==> src/rtl/var_delay_line.sv <==
// Runtime-selectable multi-lane delay line with valid tagging and clock enable.
// A delay change suppresses dout_vld until the line has refilled at the new depth.
module var_delay_line #(
   parameter int MAX_DLY = 16,
   parameter int DW      = 8,
   parameter int NCH     = 1,
   parameter int DSW     = $clog2(MAX_DLY + 1)
) (
   input  logic                clk,
   input  logic                rst,
   input  logic                en,
   input  logic [DSW-1:0]      dly_sel,
   input  logic                din_vld,
   input  logic [NCH*DW-1:0]   din,
   output logic                dout_vld,
   output logic [NCH*DW-1:0]   dout,
   output logic                busy
);

   localparam int W = NCH * DW + 1;

   typedef enum logic {RUN, REFILL} state_t;

   state_t         state, state_next;
   logic [DSW-1:0] cur_dly, cur_dly_next;
   logic [DSW-1:0] fill_cnt, fill_cnt_next;
   logic [DSW-1:0] eff_dly;
   logic [W-1:0]   stage [MAX_DLY];
   logic [W-1:0]   tap;

   always_comb begin
      eff_dly = dly_sel;
      if (dly_sel == '0)
         eff_dly = DSW'(1);
      else if (dly_sel > DSW'(MAX_DLY))
         eff_dly = DSW'(MAX_DLY);
   end

   always_ff @(posedge clk) begin
      if (rst) begin
         for (int i = 0; i < MAX_DLY; i++)
            stage[i] <= '0;
      end else if (en) begin
         stage[0] <= {din_vld, din};
         for (int i = 1; i < MAX_DLY; i++)
            stage[i] <= stage[i-1];
      end
   end

   always_ff @(posedge clk) begin
      if (rst) begin
         state    <= RUN;
         cur_dly  <= eff_dly;
         fill_cnt <= '0;
      end else begin
         state    <= state_next;
         cur_dly  <= cur_dly_next;
         fill_cnt <= fill_cnt_next;
      end
   end

   // A new delay always restarts the refill, even if one is already in progress.
   always_comb begin
      state_next    = state;
      cur_dly_next  = cur_dly;
      fill_cnt_next = fill_cnt;
      if (eff_dly != cur_dly) begin
         state_next    = REFILL;
         cur_dly_next  = eff_dly;
         fill_cnt_next = '0;
      end else if (state == REFILL && en) begin
         if (fill_cnt == cur_dly - DSW'(1))
            state_next = RUN;
         else
            fill_cnt_next = fill_cnt + DSW'(1);
      end
   end

   // Compare-based mux keeps the index width independent of MAX_DLY.
   always_comb begin
      tap = stage[0];
      for (int i = 0; i < MAX_DLY; i++) begin
         if (cur_dly == DSW'(i + 1))
            tap = stage[i];
      end
   end

   assign dout     = tap[W-2:0];
   assign dout_vld = tap[W-1] && (state == RUN);
   assign busy     = (state == REFILL);

endmodule

==> config.mk <==
export PLATFORM = sky130hd
export DESIGN_NAME = var_delay_line
export DESIGN_NICKNAME = d
export VERILOG_FILES = /design/src/rtl/var_delay_line.sv
export SDC_FILE = /design/constraint.sdc
export NUM_CORES = 1
export LEC_CHECK = 0
export ABC_AREA = 1
export ABC_CLOCK_PERIOD_IN_PS = 10520
export CORE_MARGIN = 3
export CORE_UTILIZATION = 63
export DETAILED_ROUTE_END_ITERATION = 16
export GPL_ROUTABILITY_DRIVEN = 0
export PLACE_DENSITY = 0.8
export REMOVE_ABC_BUFFERS = 1
export SLEW_MARGIN = 10
export SYNTH_ARGS = -nofsm -noshare
export SYNTH_HDL_FRONTEND = slang
export SYNTH_SLANG_ARGS = --single-unit
==> constraint.sdc <==
create_clock -name clk -period 10.52 [get_ports clk]
set_clock_uncertainty 0.1 [all_clocks]
set_input_delay 1.578 -clock clk [delete_from_list [all_inputs] [get_ports clk]]
set_output_delay 1.578 -clock clk [all_outputs]
set_load 0.005 [all_outputs]
Yosys cells after proc, flatten, opt, wreduce, memory -nomap -nowiden

Memories as Yosys holds them, arrays and structs flattened.
Cells that the tools add are included.

Word-level logic and storage cells: 94
Memories: 1
Bits in read-only memories: 0
Bits in latches: 0
Output and inout bits: 10
Bits in writable memories: 144
Register bits: 11

Memories:

| memory | words | bits a word | read ports | clocked after Yosys merged registers in | wr ports | line | source |
|---|---|---|---|---|---|---|---|
| stage  | 16    | 9           | 16         | 0                                       | 16       | 28   | `logic [W-1:0] stage [MAX_DLY];` |

$add $sub $neg: 2
$mul: 0
Reductions and logical operators: 9
Divide/modulo/power cells: 0
Multiplexer cells: 43
Shift-type cells: 0
Order comparisons: 1
Equality and inequality tests: 17
Bitwise operators: 18

Operator list:

| kind                | number |
|---|---|
| $mux 9              | 31 |
| $eq 5x4->1 const B  | 8 |
| $eq 5x3->1 const B  | 4 |
| $mux 5              | 4 |
| $or 1x1->1          | 16 |
| $eq 5x2->1 const B  | 2 |
| $mux 1              | 8 |
| $reduce_bool 2->1   | 3 |
| $add 5x1->5 const B | 1 |
| $eq 5x5->1          | 1 |
| $eq 5x5->1 const B  | 1 |
| $gt 5x5->1 const B  | 1 |
| $logic_not 5->1     | 1 |
| $ne 5x5->1          | 1 |
| $sub 5x1->5 const B | 1 |
| $reduce_and 2->1    | 2 |
| $logic_and 1x1->1   | 2 |
| $not 1->1           | 2 |
| $reduce_or 2->1     | 1 |

Logic depth before layout (Yosys ltp)

Gate-level depths: netlist of the first run.

Depth in word-level cells: 17
Gate-level depth with buffers: 24
Gate-level depth less buffers: 24

Least setup slack after synthesis of the first run

No wires, ideal clock.

Path kind: in2reg
Start point: input rst
End point: memory stage[0][0] (netlist bit), enable pin
Data required time: 9.199 ns
Stages: 2
Arrival time: 4.007 ns
Setup slack: 5.193 ns
Cells stage by stage: inv_1 -> nand2_1

RTL lines:

| element         | line | source |
|---|---|---|
| start, declared | 10   | `input logic rst,` |
| end, declared   | 28   |  |

Final worst setup path of the first run

Start point: register cur_dly[0]
End point: output dout[5]

Word-level cells in the longest chain between the ends: 16

Ends and longest elaborated chain:

| element                | line | source |
|---|---|---|
| start, declared        | 25   | `logic [DSW-1:0] cur_dly, cur_dly_next;` |
| start signal, assigned | 53   | `cur_dly <= eff_dly;` |
| start signal, assigned | 57   | `cur_dly <= cur_dly_next;` |
| $eq 5x2->1             | 83   | `if (cur_dly == DSW'(i + 1))` |
| $mux 9 (14 in series)  | 83   |  |
| $mux 9 (*)             | 83   |  |
| end, declared          | 16   | `output logic [NCH*DW-1:0] dout,` |

Mark *: on every way between the ends. The rest lies on a longest branch, timed or not.

==> impl_results.md, run 1 <==
- Antenna Nets Post-Route: 0
- Final Max Tran Viols: 0
- Chip width: roughly 120 um
- Fin. Hold Viols: 0
- Critical path endpoint category: output port
- Clock share of power: 0.374
- Via count: 5,383
- H-tree levels: 4
- Achievable Freq: roughly 180 MHz
- Row Count: 40
- Clock transition at the registers of the reported paths: 0.06 ns
- Average wire per standard cell: 11.76 um
- Gr usage total: 0.2081
- Post-synthesis sequential area ratio: 0.5777
- CTS tree: built
- DIE AREA: 0.01401 mm^2
- Worst-skew pair later-pin latency: 0.42 ns
- Avg Cell Area, Syn: about 8.5 um^2
- Ys async rst share: 0
- Switching share of power: 0.2331
- Final WL: around 13,000 um
- Crit path cell chain: inv_1 > ha_1 > inv_1 > nor2_1 > nand2_2 > nand2_1 > o21ai_0 > o21ai_0 > nand2_1 > a21oi_1 > o21bai_1 > nand2_1 > nand2_1 > nand2_1 > nand2_1 > nand2_1 > o21ai_1 > nand2_1 > nand2_1 > nand2_1 > nand2_1 > nand2_1 > clkdlybuf4s50_1
- Top cell type by total area after synthesis: edfxtp_1
- Slew headroom: 0.3022
- P_leak: 0.003813 uW
- Hold Slack: a little over 0.4 ns
- Detailed Route Iter0 Violations: 409
- RSZ-0062 raised after global routing: false
- Bufs on Longest Clock Path: 2
- Synth Warn #: 0
- Crit path from: cur_dly[0]$_DFFE_PP_
- Remaining global-route overflow: 0
- R2r startpoint: cur_dly[0]$_DFFE_PP_
- DPL Wire Length: 8483 um
- CP arrival: between 3 and 4 ns
- Most used DFF post-synth: edfxtp_1
- Die Ht: 118.4 um
- Startpoint Class: flip-flop
- Hold path start: fill_cnt[3]$_SDFFE_PP0P_
- CTS Buf Count: 17
- Synth cell count leaders: inv_1 (239), nand2_1 (170), nor2_1 (155)
- Worst min path class: flip-flop to flip-flop
- Post-synth cell types: 38
- Net Sw Power: 334.9 uW
- Antenna Diode Count: 0
- Final #Nets: 971
- Max-cap viol count: 0
- Worst Path Required: about 8.8 ns
- Starting Density: 0.6539
- Cts hold-fix bufs: 0
- Number of synthesized register bits: 155
- Setup violations, final: 0
- DP Area: approximately 0.0083 mm^2
- Post-Syn Area: 0.007953 mm^2
- Tcrit/Tclk final: 0.5148
- Most frequent cell after synthesis: inv_1
- First-pass GRT wire length: 23,960 um
- Slowest-stage cell, CP: clkdlybuf4s50_1
- CP max stage delay: 0.49 ns
- Share of layout cells above drive strength 1: 0.04380
- Int Power: about 1100 uW
- Combinational power share: 0.112
- TNS Setup: 0 ns
- Reg2Reg Depth: 10
- Initial DRT Pass Iterations: 4
- Clock Sinks: 155
- Maximum VDD drop: 0.1043 mV
- Most used cell along the critical path: nand2_1
- Hold Path Depth: 1
- Pwr dens: around 160 mW/mm^2
- Hold Path Sink: fill_cnt[3]$_SDFFE_PP0P_
- Syn Inst Count: 931
- Top-area cell type share of the netlist area: 0.5626
- Tmin final: 5.416 ns
- Core Footprint: 0.01216 mm^2
- Ports: 27
- Vias per inst: 4.776
- Synth top area cells: edfxtp_1 (56%), inv_1 (11%), nand2_1 (8.0%)
- Largest net degree at the start of global routing: between 90 and 100
- Total power: 1437 uW
- Fill count: between 900 and 1,000
- Worst Path Class, Setup: flip-flop to output port
- Layout area overhead: 10.49%
- Seq pwr share: 0.514
- # DRC: 0
- Reg2reg end: fill_cnt[4]$_SDFFE_PP0P_
- Post-CTS Setup Inserts: 0
- Outcome: finished, final reports clean
- Post-cts sizing count: 0
- Worst Max-Slew Pin Slew: approximately 1.0 ns
- Vias in the first global route: 5,526
- Post-route cell area: between 0.008 and 0.009 mm^2
- I/O Buffers: 26
- R2r setup slk: 8.17 ns
- Crit path max fanout: 15
- Number of enable flip-flop cells after synthesis: 149
- CTS root buffer: clkbuf_16
- Initial antenna violation count: 0
[layer usage]
| layer | wire, um | track usage | part of all wire | vias up |
|---|---|---|---|---|
| li1 | - | - | - | 2887 |
| met1 | 5982 | 0.2494 | 0.45 | 2405 |
| met2 | 6665 | 0.3708 | 0.50 | 77 |
| met3 | 411 | 0.04211 | 0.031 | 14 |
| met4 | 197 | 0.07619 | 0.015 | 0 |
| met5 | 0 | 0 | 0 | - |
[worst max-delay path by stage]
stage	end	depth (start not counted)
floorplan	stage[0][0]$_SDFFCE_PN0P_	2
CTS	dout[5]	23
global placement	dout[4]	23
global route	dout[2]	23
detailed placement	dout[5]	23
finish	dout[5]	23
[cell type report]
type	instances	area, um^2	area share
Tap cell	168	210.2	0.02392
Inverter	245	924.6	0.1052
Sequential cell	155	4594	0.5229
Timing Repair Buffer	28	270.3	0.03076
Clock buffer	25	455.4	0.05183
Clock inverter	5	46.29	0.005268
Multi-Input combinational cell	501	2286	0.2601
[power groups by stage]
| stage | Combinational (uW) | Sequential [uW] | Clock [uW] |
|---|---|---|---|
| floorplan | 107 | 750 | 0 |
| global placement | 158 | 749 | 0 |
| detailed placement | 161 | 751 | 0 |
| CTS | 163 | 739 | 548 |
| global route | 189 | 743 | 570 |
| finish | 161 | 739 | 537 |
[logic make-up (layout without fill, tap and decap cells)]
| family | count (synthesis) | in the layout | synth area share |
|---|---|---|---|
| AOI/OAI and AO/OA | 106 | 106 | 0.07206 |
| xor gates and xnor gates | 8 | 8 | 0.008810 |
| adders and majority gates | 6 | 6 | 0.009440 |
| buffers and inverters | 275 | 303 | 0.1361 |
| DFF | 155 | 155 | 0.5777 |
| and+or+nand+nor | 381 | 381 | 0.1959 |
[worst max-delay path: cells and delay by family, from the launching register on]
kind	cells	cell delay [ns]
buffers and inverters	3	0.72
AOI/OAI and AO/OA	5	0.59
DFF	1	0.47
adders and majority gates	1	0.19
and+or+nand+nor	14	1.35
[state kept, by name, summed over array words and instances, names as in the netlist]
name,cells
stage,144
cur_dly,5
fill_cnt,5
busy,1
[stage by stage]
step	utilization	std cells	setup WS [ns]
2_1_floorplan	-	901	5.193
5_1_grt	0.7225	1127	4.637
3_3_place_gp	0.6813	1097	5.673
6_report	0.7225	1127	5.104
4_1_cts	0.7225	1127	5.088
3_5_place_dp	0.6813	1097	5.557
[cells in the final DEF (no fill, tap or decap), drive strengths merged]
cell	Yosys	layout
a2111oi	1	1
a21oi	10	10
and3	1	1
buf	14	3
bufinv	0	1
clkbuf	16	25
clkdlybuf4s50	0	25
clkinv	1	5
dfxtp	6	6
edfxtp	149	149
ha	6	6
inv	244	244
nand2	173	173
nand3	39	39
nand4	1	1
nor2	162	162
nor3	3	3
nor3b	1	1
nor4	1	1
o2111ai	1	1
o211ai	3	3
o21ai	84	84
o21bai	5	5
o221ai	1	1
o22ai	1	1
xnor2	4	4
xor2	4	4
(Power assumes the default switching activity.)
==> run 2, diff against run 1 <==
--- a/config.mk
+++ b/config.mk
@@ -6,12 +6,12 @@
 export NUM_CORES = 1
 export LEC_CHECK = 0
 export ABC_AREA = 1
-export ABC_CLOCK_PERIOD_IN_PS = 10520
+export ABC_CLOCK_PERIOD_IN_PS = 4800
 export CORE_MARGIN = 3
-export CORE_UTILIZATION = 63
+export CORE_UTILIZATION = 56
 export DETAILED_ROUTE_END_ITERATION = 16
 export GPL_ROUTABILITY_DRIVEN = 0
-export PLACE_DENSITY = 0.8
+export PLACE_DENSITY = 0.75
 export REMOVE_ABC_BUFFERS = 1
 export SLEW_MARGIN = 10
 export SYNTH_ARGS = -nofsm -noshare
==> constraint.sdc (replaced) <==
create_clock -name clk -period 4.8 [get_ports clk]
set_clock_uncertainty 0.1 [all_clocks]
set_input_delay 0.72 -clock clk [delete_from_list [all_inputs] [get_ports clk]]
set_output_delay 0.72 -clock clk [all_outputs]
set_load 0.005 [all_outputs]
==> run 2 against run 1 <==
Net effect:
- sequential cell count did not move
- via count rose by 3.0%
- highest routed layer unchanged
- final cell count rose by 1.1%
- largest power group unchanged
- sequential share of layout area fell by 0.53 points
- combinational power rose by 120%
- critical path depth did not move
- sequential power rose by 120%
- design area rose by 1.0%
- setup slack got worse by 4.8 ns
- die area rose by 12%
- count of clock-buffer cells in the layout fell by 1
- utilization fell by 6.8 points
==> impl_results.md, run 2 (synthesized netlist as in run 1, its figures left out) <==
- Outcome: finished, final reports clean
- DPL Wire Length: 9178 um
- Critical path endpoint category: output port
- Commonest non-fill, non-tap cell in the layout: inv_1
- Layout area overhead: 11.63%
- Reg2reg end: fill_cnt[4]$_SDFFE_PP0P_
- Combinational power share: 0.113
- Final WL: 14,120 um
- I/O Buffers: 26
- Worst Max-Slew Pin Slew: 0.7165 ns
- Ports: 27
- Antenna Diode Count: 0
- Largest net degree at the start of global routing: 90
- Slew headroom: 0.5197
- Max reg flops: 144
- RSZ-0062 raised after global routing: true
- Slowest-stage cell, CP: clkdlybuf4s50_1
- Tcrit/Tclk final: 0.9288
- Reg with most FFs: stage
- Post-CTS Setup Inserts: 0
- Gr usage total: 0.1903
- First-pass GRT wire length: 24,320 um
- Seq pwr share: 0.506
- Max-cap viol count: 0
- Clock transition at the registers of the reported paths: ~0.06 ns
- Most used cell along the critical path: nand2_1
- Setup violations, final: 0
- Tmin final: around 4.5 ns
- CTS tree: built
- TNS Setup: 0 ns
- Vias in the first global route: 5,370
- Crit path cell chain: inv_1 > ha_1 > inv_1 > nor2_2 > nand2_4 > nand2_1 > o21ai_0 > o21ai_1 > nand2_1 > a21oi_1 > o21bai_1 > nand2_1 > nand2_1 > nand2_1 > nand2_1 > nand2_1 > o21ai_1 > nand2_1 > nand2_1 > nand2_1 > nand2_1 > nand2_1 > clkdlybuf4s50_1
- CTS root buffer: clkbuf_16
- Achievable Freq: 224.3 MHz
- Via count: 5,547
- Detailed Route Iter0 Violations: 430
- Worst min path class: flip-flop to flip-flop
- Share of layout cells above drive strength 1: 0.05607
- Bufs on Longest Clock Path: 2
- Chip width: ~130 um
- Vias per inst: 4.870
- Switching share of power: 0.2415
- Final core utilization: 0.6548
- Post-cts sizing count: 0
- Setup WS post-layout: 0.3417 ns
- Starting Density: 0.5866
- CP max stage delay: 0.49 ns
- Most frequent cells in the layout: inv_1 (239), nand2_1 (168), nor2_1 (154)
- Reg area: around 0.0046 mm^2
- Crit path max fanout: 15
- Clock share of power: 0.382
- Fill count: about 1,100
- Clock Sinks: approximately 160
- R2r setup slk: 2.40 ns
- P_leak: 0.003872 uW
- Int Power: 2429 uW
- Hold Path Depth: 1
- Cts hold-fix bufs: 0
- Dpl ws: 0.6464 ns
- Area of the multi-input gates: 0.002293 mm^2
- Hold path start: fill_cnt[3]$_SDFFE_PP0P_
- Pwr dens: about 360 mW/mm^2
- Average wire per standard cell: 12.40 um
- Initial DRT Pass Iterations: 5
- Antenna Nets Post-Route: 0
- Final Max Tran Viols: 0
- R2r startpoint: cur_dly[0]$_DFFE_PP_
- CP arrival: 3.64 ns
- Worst Path Required: 3.98 ns
- Worst-skew pair later-pin latency: 0.44 ns
- Largest regs: stage x144, cur_dly x5, fill_cnt x5
- # DRC: 0
- H-tree levels: 4
- Worst Path Class, Setup: flip-flop to output port
- Startpoint Class: flip-flop
- Net Sw Power: 773.3 uW
- Final #Nets: just under 1,000
- Remaining global-route overflow: 0
- Core Footprint: 0.01356 mm^2
- Hold Path Sink: fill_cnt[3]$_SDFFE_PP0P_
- Die Ht: about 130 um
- Row Count: 42
- Reg2Reg Depth: 11
- CTS Buf Count: 17
- Fin. Hold Viols: 0
- Maximum VDD drop: between 0.2 and 0.3 mV
- DIE AREA: 0.01567 mm^2
- Initial antenna violation count: 0
==> run 2: changes by cell type in the layout (fill, tap and decap cells not counted) <==
| cell | delta |
|---|---|
| bufinv_16 | -1 |
| buf_12 | +2 |
| nand2_2 | -1 |
| inv_4 | +1 |
| clkinv_2 | +6 |
| clkinv_1 | -3 |
| nor2_1 | -1 |
| nor2_2 | +1 |
| clkbuf_16 | +1 |
| nand2_4 | +1 |
| clkbuf_1 | -4 |
| clkbuf_8 | +2 |
==> run 2: cell type report <==
| type | instances | share of cell area |
|---|---|---|
| Sequential cell | 155 | 0.5175 |
| Inverter | 245 | 0.1042 |
| Clock inverter | 8 | 0.004651 |
| Multi-Input combinational cell | 501 | 0.2584 |
| Clock buffer | 24 | 0.05553 |
| Timing Repair Buffer | 30 | 0.03495 |
| Tap cell | 176 | 0.02481 |
==> run 2: worst max-delay path by stage <==
stage	startpoint	to	slack, ns
2_1_floorplan	rst	stage[0][0]$_SDFFCE_PN0P_	0.33
3_3_place_gp	cur_dly[0]$_DFFE_PP_	dout[4]	0.74
3_5_place_dp	cur_dly[0]$_DFFE_PP_	dout[4]	0.65
4_1_cts	cur_dly[0]$_DFFE_PP_	dout[4]	0.14
5_1_grt	cur_dly[0]$_DFFE_PP_	dout[0]	-0.04
6_report	cur_dly[0]$_DFFE_PP_	dout[4]	0.34
==> run 2: routing by layer <==
layer	GRT usage	share of wire	routed length (um)
met4	0.06441	0.014	201
met1	0.2354	0.44	6204
met3	0.06141	0.047	665
met5	0	0	0
met2	0.3176	0.50	7049
==> run 2: power groups by stage <==
stage               clock [uW]  combinational [uW]  sequential (uW)
floorplan                    0                 236             1640
global placement             0                 353             1640
detailed placement           0                 360             1650
CTS                       1250                 364             1620
global route              1300                 420             1630
finish                    1220                 361             1620
==> run 2: worst max-delay path: cells and delay by family (launching register included) <==
family / cells / cell delay, ns
compound gates: 5 / 0.62
buf+inv: 3 / 0.74
simple gates: 14 / 1.19
fa+ha+maj: 1 / 0.20
flops: 1 / 0.48
==> run 2: per-stage QoR <==
step / total power [uW] / cell area, um^2 / hold WS [ns] / std cells
3_5_place_dp: 2007 / 8335 / 0.3847 / 1107
2_1_floorplan: 1879 / 7795 / 0.3541 / 901
5_1_grt: 3347 / 8877 / 0.4359 / 1139
4_1_cts: 3236 / 8870 / 0.4088 / 1139
6_report: 3202 / 8877 / 0.4067 / 1139
3_3_place_gp: 1995 / 8335 / 0.3841 / 1107
